### config.mk
export PLATFORM = sky130hd
export DESIGN_NAME = adder_io_stage
export DESIGN_NICKNAME = d
export VERILOG_FILES = /design/src/rtl/adder_io_stage.sv
export SDC_FILE = /design/constraint.sdc
export NUM_CORES = 1
export LEC_CHECK = 0
export ABC_AREA = 0
export CAP_MARGIN = 10
export CORE_UTILIZATION = 60
export CTS_CLUSTER_SIZE = 24
export DETAILED_ROUTE_END_ITERATION = 8
export DONT_BUFFER_PORTS = 1
export GPL_TIMING_DRIVEN = 0
export PLACE_DENSITY = 0.76
export SYNTH_ARGS = -nofsm -noshare
export SYNTH_HDL_FRONTEND = slang
export SYNTH_SLANG_ARGS = --single-unit
### constraint.sdc
create_clock -name i_clk -period 4.52 [get_ports i_clk]
set_input_delay 0.226 -clock i_clk [delete_from_list [all_inputs] [get_ports i_clk]]
set_output_delay 0.226 -clock i_clk [all_outputs]
set_load 0.02 [all_outputs]
### src/rtl/adder_io_stage.sv
// adder_io_stage: registered operand-feed and result-capture stage wrapped
// around an external combinational WIDTH-bit adder.
//
// Ports:
//   i_clk, i_rst               clock, synchronous active-high reset
//   i_valid/o_ready            operand stream handshake (i_add_term1/2)
//   o_add_term1/2              registered operands driven to the adder
//   i_sum/i_cout               adder result, combinational from o_add_term1/2
//   o_valid/i_ready            result stream handshake (o_sum/o_cout/o_mismatch)
//   o_mismatch                 captured result differs from the exact sum
//   i_clr_stats                clears counters and sticky flag
//   o_txn_count/o_err_count    saturating capture / mismatch counters
//   o_err_sticky               set on any mismatch until reset or clear
module adder_io_stage #(
  parameter int unsigned WIDTH = 44,
  parameter int unsigned CNT_W = 16
) (
  input  logic             i_clk,
  input  logic             i_rst,
  input  logic             i_valid,
  output logic             o_ready,
  input  logic [WIDTH-1:0] i_add_term1,
  input  logic [WIDTH-1:0] i_add_term2,
  output logic [WIDTH-1:0] o_add_term1,
  output logic [WIDTH-1:0] o_add_term2,
  input  logic [WIDTH-1:0] i_sum,
  input  logic             i_cout,
  output logic             o_valid,
  input  logic             i_ready,
  output logic [WIDTH-1:0] o_sum,
  output logic             o_cout,
  output logic             o_mismatch,
  input  logic             i_clr_stats,
  output logic [CNT_W-1:0] o_txn_count,
  output logic [CNT_W-1:0] o_err_count,
  output logic             o_err_sticky
);

  logic           s1_valid;
  logic           s2_load;
  logic           in_fire;
  logic           cap_mismatch;
  logic [WIDTH:0] exact_sum;

  // Stage 2 takes stage 1 when the result slot is empty or being drained.
  assign s2_load = s1_valid & (~o_valid | i_ready);
  // Depends on i_ready and state only; never on i_valid.
  assign o_ready = ~s1_valid | s2_load;
  assign in_fire = i_valid & o_ready;

  // Reference sum at WIDTH+1 bits so the carry-out is checked too.
  assign exact_sum    = {1'b0, o_add_term1} + {1'b0, o_add_term2};
  assign cap_mismatch = ({i_cout, i_sum} != exact_sum);

  // Operand register: holds its value when not loading to keep adder inputs quiet.
  always_ff @(posedge i_clk) begin
    if (i_rst) begin
      s1_valid    <= 1'b0;
      o_add_term1 <= '0;
      o_add_term2 <= '0;
    end else begin
      if (in_fire) begin
        s1_valid    <= 1'b1;
        o_add_term1 <= i_add_term1;
        o_add_term2 <= i_add_term2;
      end else if (s2_load) begin
        s1_valid <= 1'b0;
      end
    end
  end

  // Result register: stable while presented and not accepted.
  always_ff @(posedge i_clk) begin
    if (i_rst) begin
      o_valid    <= 1'b0;
      o_sum      <= '0;
      o_cout     <= 1'b0;
      o_mismatch <= 1'b0;
    end else begin
      if (s2_load) begin
        o_valid    <= 1'b1;
        o_sum      <= i_sum;
        o_cout     <= i_cout;
        o_mismatch <= cap_mismatch;
      end else if (i_ready & o_valid) begin
        o_valid <= 1'b0;
      end
    end
  end

  // Statistics: clear has priority over a concurrent capture.
  always_ff @(posedge i_clk) begin
    if (i_rst || i_clr_stats) begin
      o_txn_count  <= '0;
      o_err_count  <= '0;
      o_err_sticky <= 1'b0;
    end else if (s2_load) begin
      if (o_txn_count != {CNT_W{1'b1}}) begin
        o_txn_count <= o_txn_count + CNT_W'(1);
      end
      if (cap_mismatch) begin
        o_err_sticky <= 1'b1;
        if (o_err_count != {CNT_W{1'b1}}) begin
          o_err_count <= o_err_count + CNT_W'(1);
        end
      end
    end
  end

endmodule

==> results by stage <==
Pwr:
- The total internal power is roughly 2.6 mW.
- The fraction of power consumed by sequential logic is roughly 44%.
- The clock network is responsible for between 30% and 40% of the overall power.
- The fraction of power spent switching nets is around a third.
- The largest vdd supply drop is 0.284 mV.
- In this run the static leakage power is approximately 4.8 nW.
- The relative contribution of combinational cells to total power is between 20% and 30%.
- The completed layout was analyzed and its total power is 3.85 mW.
- In this run the power density over the cells is just over 300 nW/µm².
- Summed over all nets, the switching power comes to ~1.3 mW.

Floorplan:
- The core footprint is 16,600 µm².
- The die width is 133 µm.
- During I/O placement, the number of pins put on the boundary was 307.
- Row generation in the floorplan step produced 47 rows.
- The die covers approximately 18,000 µm².
- The effective utilization at floorplan is 61.7%.
- The die height is 133 µm.

Timing:
- Setup repair after global routing left no endpoint under its margin.
- The fraction of the cycle the final worst path needs is ~100%.
- Measured against its own limit, the worst slew margin works out to 34.2%.
- The pin slew with the least headroom to its limit is 0.987 ns.
- Across the routed clock network, the largest skew measured is ~0.008 ns.
- The maximum clock frequency is roughly 230 MHz.
- The tightest hold path in the finished design has a slack of 0.0329 ns.
- The count of final hold-check violations was 0.
- The final number of max-transition violations is 0.
- The number of setup violations in the final report is 0.
- The clock period minus worst slack is roughly 4.4 ns.

GRT:
- The via count of the first global-routing pass is between 10,000 and 15,000.
- The total grt overflow is 0.
- Entering global routing, the biggest net connects 17 pins.
- The first-pass GRT wire length is 61,600 µm.
- The number of antenna violations at the first check in global routing is 0.
- Across every metal layer, demand over resource in global routing totals between 40% and 50%.

Synthesis:
- For this run, asynchronously set or reset flops after synthesis account for 0%.
- The flip-flop and latch count after synthesis is 169.
- The most used flip-flop cell after synthesis is sky130_fd_sc_hd__dfxtp_1.
- The number of flops mapped to enable cells by yosys is 0.
- The synthesis warning total is 0.
- After synthesis, flip-flops and latches occupy between 30% and 40% of the total area.
- Synthesis produced a netlist with a net count of 1,533.
- The cell area that synthesis handed to floorplanning was about 10,000 µm².
- The synthesized netlist cell count is about 1,300.
- The number of distinct library cell variants in the gate-level netlist after synthesis is 98.
- The synthesized area per cell is 7.62 µm².

Detailed routing:
- For this block, the via count after detailed routing is 11,500.
- After detailed routing, the number of remaining DRC violations is 1.
- The routed length per placed instance is 23.1 µm.
- Summed over all layers, the routed wires come to approximately 40,000 µm.
- Dividing the detail-routed via count by the number of cells gives about 6.6.
- The first-pass detailed-route iteration total is 9.
- The detailed router finished its first iteration with roughly 1,200 violations.
- In this run the remaining antenna-violating nets after routing total 0.

Setup path:
- The startpoint of the most critical register-to-register path is o_add_term2[27]$_SDFFE_PP0P_.
- Data on the critical path arrives at its endpoint at around 4.8 ns.
- Setup slack on the worst reg-to-reg path comes out at 0.13 ns.
- At the worst endpoint, the required time is between 4 and 5 ns.
- The endpoint identified for the worst register-to-register timing path is o_err_count[14]$_SDFFE_PP0P_.
- The worst setup path is launched from a register.
- The cell count of the worst reg-to-reg path is 13.
- The type of destination of the critical path is a register.
- The type of the setup path with the least slack is reg -> reg.
- The maximum fanout along the worst path is 9.

Cells and area:
- The net count of the finished layout is roughly 1,700.
- The number of inserted filler cells in the final layout is 1,193.
- From synthesis to final layout, the design area changed by 21.2%.
- 0 antenna diodes ended up in the layout.
- The share of post-route cells with drive strength above 1 is 7.97%.
- After routing the design area is around 12,000 µm².

Clock network:
- The total CTS buffers is 17.
- The clock drives ~170 sinks.
- The cell chosen for the clock root is sky130_fd_sc_hd__clkbuf_16.
- The H-tree was split into 4 levels.
- In this run the deepest clock path goes through 2 buffers.
- The clock tree from TritonCTS is done.
- The register clock-pin slew on the reported worst setup and hold paths is around 0.070 ns.
- The source-to-sink clock delay at the later pin of the worst-skew pair is between 0.4 and 0.5 ns.

Min path:
- For hold timing, the worst endpoint is o_valid$_SDFFE_PP0P_.
- In this run the most critical hold path is launched from i_ready.
- The worst hold path was traced through 3 stages.
- The class of the most critical hold timing path is in -> reg.

Placement:
- At the end of routability-driven placement, the weighted congestion stood at 1.03.
- The post-detailed-placement half-perimeter wirelength is roughly 28,000 µm.
- The count of buffers from port buffering is 0.
- In this run the cell area measured after placement is 10,600 µm².

Flow run:
- The tool flagged a number of max-cap violations equal to 0.

Outcome:
- The final reports fail on design-rule violations.
- The flow ran to the end, but the final reports show violations.
[metal layers]
layer	vias up	wire length (µm)	global-route usage [%]
li1	5123	-	-
met1	5313	14900	52.5
met2	876	18500	74.1
met3	211	4490	12.5
met4	0	2200	27.0
met5	-	0	0
[cell families (layout without fill, tap and decap cells)]
| family | count (synthesis) | count (layout) | share of synthesized area, % |
|---|---|---|---|
| multiplexers | 17 | 17 | 1.68 |
| AND/OR/NAND/NOR | 580 | 580 | 26.0 |
| AO/OA/AOI/OAI | 392 | 392 | 24.3 |
| XOR/XNOR | 68 | 68 | 5.80 |
| adder cells (fa/ha/maj) | 47 | 47 | 5.80 |
| flip-flops | 169 | 169 | 32.9 |
| buffers and inverters | 75 | 245 | 3.52 |
[per-stage QoR]
| stage | setup TNS, ns | util, % | setup slack, ns | std cells |
|---|---|---|---|---|
| final | 0 | 74.9 | 0.128 | 1738 |
| after global routing | 0 | 74.9 | 0.0223 | 1738 |
| after CTS | 0 | 74.9 | 0.191 | 1738 |
| after detailed placement | -0.00917 | 63.4 | -0.00917 | 1568 |
| after global placement | 0 | 63.4 | 0.0362 | 1568 |
| after floorplan | 0 | - | 0.858 | 1348 |
[worst max-delay path: stages (launching register included)]
cell	delay (ns)
sky130_fd_sc_hd__dfxtp_1	0.52
sky130_fd_sc_hd__ha_1	0.30
sky130_fd_sc_hd__clkbuf_2	0.18
sky130_fd_sc_hd__a21oi_1	0.30
sky130_fd_sc_hd__o21a_1	0.35
sky130_fd_sc_hd__a21boi_0	0.54
sky130_fd_sc_hd__nand2_1	0.16
sky130_fd_sc_hd__o41ai_1	0.55
sky130_fd_sc_hd__nor4_1	0.09
sky130_fd_sc_hd__o2111ai_1	0.22
sky130_fd_sc_hd__nor4_4	0.09
sky130_fd_sc_hd__buf_4	0.19
sky130_fd_sc_hd__or4_2	0.66
sky130_fd_sc_hd__a21oi_2	0.17
[what timing repair did]
action                                  CTS  global route
endpoints found under the setup margin   10             2
pin swaps                                 1             0
cloned                                    0             0
hold buffers                            137             0
gates resized for setup                   0             1
endpoints found under the hold margin   136             0
setup buffers                             1             0
[power groups by stage]
| stage | sequential, mW | clock [mW] | combinational [mW] |
|---|---|---|---|
| 4_1_cts | 1.70 | 1.35 | 0.737 |
| 2_1_floorplan | 1.71 | 0 | 0.472 |
| 3_3_place_gp | 1.73 | 0 | 0.632 |
| 6_report | 1.71 | 1.36 | 0.777 |
| 5_1_grt | 1.71 | 1.42 | 0.834 |
| 3_5_place_dp | 1.74 | 0 | 0.637 |
[sequential cells by signal, summed over array words and instances, names as in the netlist]
name          cells
o_txn_count      16
o_valid           1
s1_valid          1
o_sum            44
o_add_term1      44
o_err_count      16
o_mismatch        1
o_cout            1
o_add_term2      44
o_err_sticky      1
[how the worst max path moves through the flow]
stage,startpoint,endpoint,cells after the start
after floorplan,o_add_term1[0]$_SDFFE_PP0P_,o_err_count[1]$_SDFFE_PP0P_,15
after global placement,o_add_term1[0]$_SDFFE_PP0P_,o_err_count[14]$_SDFFE_PP0P_,15
after global routing,o_add_term1[0]$_SDFFE_PP0P_,o_mismatch$_SDFFE_PP0P_,13
after detailed placement,o_add_term1[0]$_SDFFE_PP0P_,o_err_count[14]$_SDFFE_PP0P_,15
final,o_add_term2[27]$_SDFFE_PP0P_,o_err_count[14]$_SDFFE_PP0P_,13
after CTS,o_add_term1[0]$_SDFFE_PP0P_,o_err_sticky$_SDFFE_PP0P_,13
[cell usage after synthesis, drive strengths merged (17+ instances only)]
| master | instances | area [µm²] |
|---|---|---|
| a21oi | 207 | 1080 |
| ha | 46 | 576 |
| nor2 | 65 | 244 |
| nand4 | 23 | 150 |
| nand3 | 29 | 158 |
| o21a | 19 | 143 |
| clkbuf | 47 | 193 |
| o21ai | 50 | 277 |
| dfxtp | 169 | 3380 |
| xor2 | 30 | 263 |
| nand2 | 355 | 1340 |
| xnor2 | 38 | 333 |
| nor3 | 18 | 90.1 |
| buf | 17 | 121 |
[placed cells by master, fill, tap and decap left out, types with 15 or more instances in the layout]
master and instances:
sky130_fd_sc_hd__nand2_1 353, sky130_fd_sc_hd__a21oi_1 195, sky130_fd_sc_hd__dfxtp_1 169, sky130_fd_sc_hd__dlygate4sd3_1 138
sky130_fd_sc_hd__nor2_1 65, sky130_fd_sc_hd__ha_1 46, sky130_fd_sc_hd__clkbuf_1 44, sky130_fd_sc_hd__o21ai_0 39
sky130_fd_sc_hd__xnor2_1 38, sky130_fd_sc_hd__xor2_1 30, sky130_fd_sc_hd__nand3_1 28, sky130_fd_sc_hd__nand4_1 22
sky130_fd_sc_hd__o21a_1 19, sky130_fd_sc_hd__nor3_1 18, sky130_fd_sc_hd__clkbuf_16 17, sky130_fd_sc_hd__mux2i_1 15
[layout make-up]
| cell class | instances | area (µm²) | share of cell area, % |
|---|---|---|---|
| clock inverters | 14 | 98.8 | 0.793 |
| repair buffers | 138 | 1380 | 11.1 |
| plain buffers | 65 | 324 | 2.60 |
| flip-flops and latches | 169 | 3380 | 27.2 |
| inverters | 10 | 37.5 | 0.301 |
| well taps | 220 | 275 | 2.21 |
| clock buffers | 18 | 429 | 3.45 |
| multi-input cells | 1104 | 6530 | 52.4 |
No activity file was read; power rests on OpenSTA's default activity.
